<file path="src/rtl/ahb_dma_sequencer.sv">
// ahb_dma_sequencer: pops command words and runs Write / Read / Verify word transfers between slave regs and the AHB masters.
// Latency: pop to go is 1 cycle; pushes/pops are combinational on full/available, at most one word per cycle.
// Backpressure: stalls on write_user_buffer_full or !read_user_data_available; an abort returns to IDLE at once.
// Optional Verify opcode, comparator and mismatch counter: define AHB_DMA_VERIFY_EN.
module ahb_dma_sequencer #(
  parameter int                      ADDRESSWIDTH    = 32,
  parameter int                      DATAWIDTH       = 32,
  parameter int                      NUMREGS         = 32,
  parameter logic [ADDRESSWIDTH-1:0] ADDRESS_BASE    = 32'h08000000,
  parameter logic [ADDRESSWIDTH-1:0] WDATA_ADDR_BASE = 2
) (
  input  logic                    clk,
  input  logic                    reset_n,
  output logic                    r_fifo_read_enable,
  input  logic [DATAWIDTH-1:0]    r_fifo_read_data,
  input  logic                    r_fifo_empty,
  output logic [ADDRESSWIDTH-1:0] data_addr,
  input  logic [DATAWIDTH-1:0]    data,
  output logic                    write_control_go,
  output logic [ADDRESSWIDTH-1:0] write_control_write_base,
  output logic [ADDRESSWIDTH-1:0] write_control_write_length,
  output logic                    write_control_fixed_location,
  output logic [2:0]              write_data_size,
  input  logic                    write_control_done,
  input  logic                    write_abort,
  output logic                    write_user_write_buffer,
  output logic [DATAWIDTH-1:0]    write_user_buffer_data,
  input  logic                    write_user_buffer_full,
  output logic                    read_control_go,
  output logic [ADDRESSWIDTH-1:0] read_control_read_base,
  output logic [ADDRESSWIDTH-1:0] read_control_read_length,
  output logic                    read_control_fixed_location,
  output logic [2:0]              read_data_size,
  input  logic                    read_control_done,
  input  logic                    read_abort,
  output logic                    read_user_read_buffer,
  input  logic [DATAWIDTH-1:0]    read_user_buffer_data,
  input  logic                    read_user_data_available,
  input  logic [15:0]             rdwr_address,
  input  logic                    add_data_sel,
  output logic [DATAWIDTH-1:0]    display_data,
  output logic                    busy,
  output logic                    done,
  output logic                    error,
  output logic [15:0]             mismatch_count
);
  localparam int BPW = DATAWIDTH / 8;
  localparam int IW  = $clog2(NUMREGS);
  localparam int CW  = IW + 1;
  localparam logic [15:0] OP_WRITE = 16'hF00B;
  localparam logic [15:0] OP_READ  = 16'hDEAD;

  typedef enum logic [2:0] {IDLE, WR_GO, WR_DATA, WR_WAIT, RD_GO, RD_DATA, RD_WAIT} state_t;

  state_t                  state;
  logic [CW-1:0]           n_q, cnt_q, n_clamped;
  logic [ADDRESSWIDTH-1:0] len_q;
  logic                    wr_go_q, rd_go_q, done_q, error_q, verify_q;
  logic [DATAWIDTH-1:0]    bank [NUMREGS];
  logic [15:0]             opcode, cmd_n;
  logic                    op_write, op_read, op_verify, op_known;
  logic                    abort_any, wr_push, rd_pop, last_word;
  logic                    unused_ok;

  assign opcode    = r_fifo_read_data[31:16];
  assign cmd_n     = r_fifo_read_data[15:0];
  assign n_clamped = (cmd_n == 16'd0 || cmd_n > 16'(NUMREGS)) ? CW'(NUMREGS) : CW'(cmd_n);
  assign op_write  = (opcode == OP_WRITE);
  assign op_read   = (opcode == OP_READ);
`ifdef AHB_DMA_VERIFY_EN
  localparam logic [15:0] OP_VERIFY = 16'hC0DE;
  assign op_verify = (opcode == OP_VERIFY);
`else
  assign op_verify = 1'b0;
`endif
  assign op_known  = op_write | op_read | op_verify;

  // Abort wins over any data movement in the same cycle.
  assign abort_any          = write_abort | read_abort;
  assign r_fifo_read_enable = (state == IDLE) && !r_fifo_empty;
  assign wr_push            = (state == WR_DATA) && !write_user_buffer_full && !abort_any;
  assign rd_pop             = (state == RD_DATA) && read_user_data_available && !abort_any;
  assign last_word          = ((cnt_q + 1'b1) == n_q);

  // Main sequencer: command decode, word counting and registered go/done strobes.
  always_ff @(posedge clk or negedge reset_n) begin
    if (!reset_n) begin
      state     <= IDLE;
      n_q       <= '0;
      cnt_q     <= '0;
      len_q     <= '0;
      wr_go_q   <= 1'b0;
      rd_go_q   <= 1'b0;
      done_q    <= 1'b0;
      error_q   <= 1'b0;
      verify_q  <= 1'b0;
      data_addr <= WDATA_ADDR_BASE;
    end else begin
      wr_go_q <= 1'b0;
      rd_go_q <= 1'b0;
      done_q  <= 1'b0;
      if (state != IDLE && abort_any) begin
        state     <= IDLE;
        error_q   <= 1'b1;
        data_addr <= WDATA_ADDR_BASE;
      end else begin
        case (state)
          IDLE: if (r_fifo_read_enable && op_known) begin
            n_q       <= n_clamped;
            len_q     <= ADDRESSWIDTH'(32'(n_clamped) * BPW);
            cnt_q     <= '0;
            error_q   <= 1'b0;
            verify_q  <= op_verify;
            data_addr <= WDATA_ADDR_BASE;
            if (op_write) begin
              state   <= WR_GO;
              wr_go_q <= 1'b1;
            end else begin
              state   <= RD_GO;
              rd_go_q <= 1'b1;
            end
          end
          WR_GO: state <= WR_DATA;
          WR_DATA: if (wr_push) begin
            data_addr <= data_addr + 1'b1;
            cnt_q     <= cnt_q + 1'b1;
            if (last_word) state <= WR_WAIT;
          end
          WR_WAIT: if (write_control_done) begin
            state  <= IDLE;
            done_q <= 1'b1;
          end
          RD_GO: state <= RD_DATA;
          RD_DATA: if (rd_pop) begin
            cnt_q <= cnt_q + 1'b1;
            if (verify_q) data_addr <= data_addr + 1'b1;
            if (last_word) state <= RD_WAIT;
          end
          RD_WAIT: if (read_control_done) begin
            state  <= IDLE;
            done_q <= 1'b1;
          end
          default: state <= IDLE;
        endcase
      end
    end
  end

  // Capture bank: Read words land at the running index; aborts leave partial contents.
  always_ff @(posedge clk or negedge reset_n) begin
    if (!reset_n) begin
      for (int i = 0; i < NUMREGS; i++) bank[i] <= '0;
    end else if (rd_pop && !verify_q) begin
      bank[cnt_q[IW-1:0]] <= read_user_buffer_data;
    end
  end

`ifdef AHB_DMA_VERIFY_EN
  logic [15:0] mismatch_q;
  // Verify comparator: cleared when a Verify is accepted, saturates at all-ones.
  always_ff @(posedge clk or negedge reset_n) begin
    if (!reset_n) begin
      mismatch_q <= '0;
    end else if (state == IDLE && r_fifo_read_enable && op_verify) begin
      mismatch_q <= '0;
    end else if (rd_pop && verify_q && read_user_buffer_data != data && mismatch_q != 16'hFFFF) begin
      mismatch_q <= mismatch_q + 1'b1;
    end
  end
  assign mismatch_count = mismatch_q;
`else
  assign mismatch_count = '0;
`endif

  assign write_control_go             = wr_go_q;
  assign write_control_write_base     = wr_go_q ? ADDRESS_BASE : '0;
  assign write_control_write_length   = len_q;
  assign write_control_fixed_location = 1'b0;
  assign write_data_size              = 3'd2;
  assign write_user_write_buffer      = wr_push;
  assign write_user_buffer_data       = data;
  assign read_control_go              = rd_go_q;
  assign read_control_read_base       = rd_go_q ? ADDRESS_BASE : '0;
  assign read_control_read_length     = len_q;
  assign read_control_fixed_location  = 1'b0;
  assign read_data_size               = 3'd2;
  assign read_user_read_buffer        = rd_pop;
  assign busy                         = (state != IDLE);
  assign done                         = done_q;
  assign error                        = error_q;
  assign display_data = add_data_sel ? bank[rdwr_address[IW-1:0]]
                                     : DATAWIDTH'({busy, error_q, mismatch_count});
  assign unused_ok = ^rdwr_address[15:IW];
endmodule

</file>
<file path="config.mk">
export PLATFORM = sky130hd
export DESIGN_NAME = ahb_dma_sequencer
export DESIGN_NICKNAME = d
export VERILOG_FILES = /design/src/rtl/ahb_dma_sequencer.sv
export SDC_FILE = /design/constraint.sdc
export NUM_CORES = 1
export LEC_CHECK = 0
export BUFFER_PORTS_ARGS = -buffer_cell sky130_fd_sc_hd__buf_2
export CORE_MARGIN = 2
export CORE_UTILIZATION = 35
export DETAILED_ROUTE_END_ITERATION = 10
export PLACE_DENSITY = 0.48
export SYNTH_ARGS = -nofsm -noshare
export SYNTH_HDL_FRONTEND = slang
export SYNTH_SLANG_ARGS = --single-unit
</file>
<file path="constraint.sdc">
create_clock -name clk -period 3.7 [get_ports clk]
set_input_delay 0.555 -clock clk [delete_from_list [all_inputs] [get_ports clk]]
set_output_delay 0.555 -clock clk [all_outputs]
set_load 0.1 [all_outputs]
</file>
# Yosys cells after proc, flatten, opt, wreduce, memory -nomap -nowiden
# Index checks and enable logic that the tools add are counted.
[totals]
reg_bits = 1075
output_inout_bits = 256
[op_classes]
add_sub_neg = 2
n_lt_le_gt_ge = 4
eq_ne = 20
muxes = 43
bitwise = 5
reduce_logical = 24
[op_table]
columns = ["cell", "n"]
rows = [
  ["$bwmux 1024", 1],
  ["$mux 32", 7],
  ["$bmux 32 s5", 1],
  ["$demux 32 s5", 1],
  ["$pmux 32 s2", 1],
  ["$mux 28", 2],
  ["$add 32x1->32 const B", 1],
  ["$eq 16x16->1 const B", 2],
  ["$mux 3", 9],
  ["$mux 6", 4],
  ["$pmux 3 s7", 1],
  ["$pmux 6 s3", 1],
  ["$gt 16x6->1 const B", 1],
  ["$logic_not 16->1", 1],
  ["$mux 1", 14],
  ["$ge 6x6->1 const B", 2],
  ["$ne 3x2->1 const B", 4],
  ["$not 5->6", 2],
  ["$reduce_and 5->1", 2],
  ["$eq 3x3->1 const B", 3],
  ["$logic_and 1x1->1", 8],
  ["$reduce_and 7->1", 1],
  ["$add 6x1->6 const B", 1],
  ["$eq 3x2->1 const B", 2],
  ["other kinds (18)", 26],
]

# Logic depth before layout (Yosys ltp)
[depth]
ltp_word = 6
depth_mapped = 8
depth_no_buf = 7

# Worst setup path after synthesis
# OpenSTA, ideal clock, no wires.
[synth_path]
path_type = "input to output"
startpoint = "in rdwr_address[0]"
endpoint = "out display_data[15]"
t_arrival_ps = 3438
path_slack_ps = -293
cell_stages = 7
path_buffers = 3
path_cell_list = "clkbuf_1 > clkbuf_1 > buf_1 > mux4_2 > mux4_2 > mux2i_1 > nor2b_1"
[synth_between]
elab_chain_len = 5
[synth_rtl]
columns = ["item", "line_no", "source"]
rows = [
  ["from (decl)", "39", "input logic [15:0] rdwr_address,"],
  ["$not 5->6 (not written as such)", "191", "assign display_data = add_data_sel ? bank[rdwr_address[IW-1:0]]"],
  ["$bmux 32 s5", "191", ""],
  ["$mux 32 (not written as such) (2 in a row)", "191", ""],
  ["$mux 32", "191", ""],
  ["to (decl)", "41", "output logic [DATAWIDTH-1:0] display_data,"],
]
# Every way passes these cells. The select of a mux whose other input is x is not followed.

# Worst setup path after layout
[layout_path]
startpoint = "in rdwr_address[0]"
endpoint = "out display_data[31]"
# Same word-level chain as after synthesis.

==> impl_summary.txt <==
----------------------------------------------------
[Run status]
  Outcome ... completed

[Synthesis]
  Top flip-flop cell by instance count after synthesis ... dfrtp_1
  Number of enable flip-flop cells after synthesis ... 0
  Synth top cells by count ... dfrtp_1 (1074), mux2_2 (1026), mux4_2 (319)
  Cell area after synthesis ... 50550 um^2
  Cell type with the largest total area after synthesis ... dfrtp_1
  Sequential share of the synthesized area ... 0.5322
  Ranking of synthesized cells by area ... dfrtp_1 (53%), mux2_2 (23%), mux4_2 (14%), buf_4 (2.7%), clkbuf_1 (1.3%)
  Ys Warns ... 0
  Proportion of synthesized flip-flops having asynchronous set or reset ... 1.000
  Avg Cell Area, Syn ... 15.31 um^2
  Most frequent cell after synthesis ... dfrtp_1
  Post-Synthesis Cells ... 3302
  Count of cell types in the netlist ... 62
  Flops & latches, synth ... 1075
  Fraction of synthesized cell area taken by the top area cell type ... 0.5317

[Timing]
  Final-layout setup total negative slack ... 0 ns
  Post-Route Skew ... 0.02593 ns
  Time the final worst path needs with I/O delays and setup ... 3.537 ns
  Unrepaired setup endpoints after global routing ... false
  Highest achievable clock rate ... 282.7 MHz
  Number of endpoints with negative hold slack in the final report ... 0
  Remaining max-slew budget at the tightest pin ... 0.1914
  Max-slew violation count ... 0
  Period Utilization, post-route ... 0.9559
  Worst Max-Slew Pin Slew ... 1.213 ns
  Setup violators final ... 0

[Power]
  Leakage power ... 28.26 nW
  Power, Total ... 25.76 mW
  Max IR drop VDD ... 0.3984 mV
  Power Density ... 446.9 nW/um^2

[Global routing]
  Total global routing overflow ... 0
  Global-route wire length before repair ... 216500 um
  Antenna violations before repair ... 11
  Via count of the first global-routing pass ... 31650
  Maximum number of pins on one net before global-route repair ... 119
  GRT Overall Usage ... 0.1994

[Final layout]
  Filler cell count ... 13040
  Share of layout cells above drive strength 1 ... 0.5496
  Area used by multi-input combinational logic ... 21810 um^2
  Area added between synthesis and finish ... 14.04%
  Net count reported at finish ... 3543
  Sequential cell area ... 26900 um^2
  Number of antenna cells inserted ... 0

[Route]
  Post-DR vias/cell ... 5.336
  DR DRC count ... 0
  Overall routed net length ... 146000 um
  Total via count in the routed design ... 28870
  Initial DRC count ... 1636
  Post-detailed-route count of antenna-violating nets ... 0
  Number of iterations in the first detailed-routing pass ... 7
  Detail-routed net length per standard cell ... 26.98 um

[Critical path]
  CP Data Arrival Time ... 2.98 ns
  Worst path depth ... 8
  Sort of element at the end of the critical path ... primary output
  Flop2flop setup slack ... 0.69 ns
  Buffer and inverter count on the worst path ... 4
  Slowest library cell on the worst path ... mux4_2
  Reg2reg end ... bank[779]
  Crit path kind ... input port to primary output
  Number of cell instances on the worst register-to-register path ... 7
  Delay of the slowest cell on the worst path ... 0.53 ns
  Chain of cells forming the critical path ... buf_8, buf_12, buf_12, mux4_2, mux4_2, mux2i_1, nor2b_2, buf_2
  Crit path max-delay family ... multiplexers
  Crit Path Max Fanout ... 22
  CP required ... 3.14 ns
  Worst reg2reg path startpoint ... state[2]
  Startpoint Class ... input port

[CTS]
  Clock input transition at the sequential cells of the worst setup and hold paths ... 0.06 ns
  Clock buffer count from CTS ... 119
  Root buffer selected by CTS ... clkbuf_16
  Clock net sink count ... 1075
  Number of setup buffers added after CTS ... 0
  TritonCTS clock tree ... done
  Number of levels the H-tree was split into ... 3
  Worst-case clock buffer depth ... 3
  Clock latency of the later-clocked register in the worst-skew pair ... 0.75 ns

[Flow run]
  Number of max-cap violations ... 0

[Floorplanning]
  I/O pin cnt ... 378
  Starting density of the core ... 0.3523
  DIE AREA ... 147500 um^2
  X dimension of the die ... 384.0 um
  Vertical die dimension ... 384.0 um
  Std cell rows ... 139
  Placeable core region ... 143500 um^2

[Placed design]
  Gp weighted congestion ... 0.7401
  Port Buffers ... 164
  Final HPWL DP ... 86470 um

[Worst hold path]
  Endpoint, Worst Hold ... read_control_read_length[5]
  Hold_sp ... r_fifo_read_data[3]
  Hold-critical path depth ... 3
  HP Class ... input port to flop

----------------------------------------------------
[flip-flops by register name (all words and copies together), names as in the netlist]
signal / cells
cnt_q: 6
done: 1
write_control_go: 1
error: 1
read_control_read_length: 6
bank: 1024
read_control_go: 1
state: 3
data_addr: 32
[metal layers]
layer  track usage  vias to the layer above  part of all wire
li1              -                    12130                 -
met1        0.2584                    15750              0.42
met2        0.3378                      711              0.50
met3       0.03945                      269             0.047
met4       0.05868                       12             0.030
met5             0                        -           0.00054
[worst min-delay path, stage by stage]
cell and delay (ns):
buf_2 0.09, nand3_1 0.06, o21ai_0 0.07
[power by group]
group | leakage [nW] | switching, mW | internal (mW) | total, mW
registers | 15.0 | 0.0623 | 11.8 | 11.9
logic | 11.4 | 1.60 | 0.478 | 2.08
clock network | 1.91 | 4.87 | 6.92 | 11.8
total | 28.3 | 6.53 | 19.2 | 25.8
[area by class of cell]
| type | instances | share of cell area |
|---|---|---|
| clock buffers | 192 | 0.06286 |
| clock inverters | 21 | 0.004797 |
| inverters | 10 | 0.0006512 |
| multi-input cells | 1879 | 0.3784 |
| flip-flops and latches | 1075 | 0.4667 |
| well taps | 1903 | 0.04131 |
| repair buffers | 331 | 0.04526 |
[metrics by stage]
step	hold WS, ns	utilization	setup slack [ns]	cells	instance area [um^2]
after floorplan	0.2594	-	0.08466	3438	51140
after global placement	0.4806	0.3745	0.07513	5197	53730
after detailed placement	0.4861	0.3745	0.08041	5197	53730
after CTS	0.02955	0.4017	0.08042	5411	57640
after global routing	0.07035	0.4017	0.01363	5411	57640
final	0.08460	0.4017	0.1632	5411	57640
[logic make-up (layout without fill, tap and decap cells)]
logic type / Yosys count / after routing / synth area share
fa+ha+maj: 5 / 5 / 0.001238
buf+inv: 484 / 554 / 0.04961
xor+xnor: 8 / 8 / 0.001386
simple gates: 222 / 222 / 0.02312
compound gates: 129 / 129 / 0.01522
flops: 1075 / 1075 / 0.5322
mux: 1377 / 1377 / 0.3770
other cells: 2 / 138 / 0.0001486
[placed cells by master (no fill, tap or decap), drive strengths merged, types with 21 or more instances in the layout]
| cell type | instances |
|---|---|
| dfrtp | 1074 |
| conb | 138 |
| clkbuf | 192 |
| nand2 | 57 |
| nor2 | 37 |
| mux2 | 1026 |
| mux4 | 319 |
| mux2i | 32 |
| nand3 | 21 |
| buf | 330 |
| o21ai | 71 |
| nor2b | 33 |
[how the worst max path moves through the flow]
stage	from	endpoint	slack, ns
floorplan	read_abort	bank[833]	0.08
CTS	rdwr_address[0]	display_data[31]	0.08
global route	rdwr_address[0]	display_data[31]	0.01
finish	rdwr_address[0]	display_data[31]	0.16
global placement	rdwr_address[0]	display_data[31]	0.08
detailed placement	rdwr_address[0]	display_data[31]	0.08
[timing repair]
item / in CTS / in global routing
gates resized for setup: 1 / 0
endpoints found under the setup margin: 1 / 0
hold buffers: 1 / 0
endpoints found under the hold margin: 40 / 0
Power figures use the tool's default switching activity.
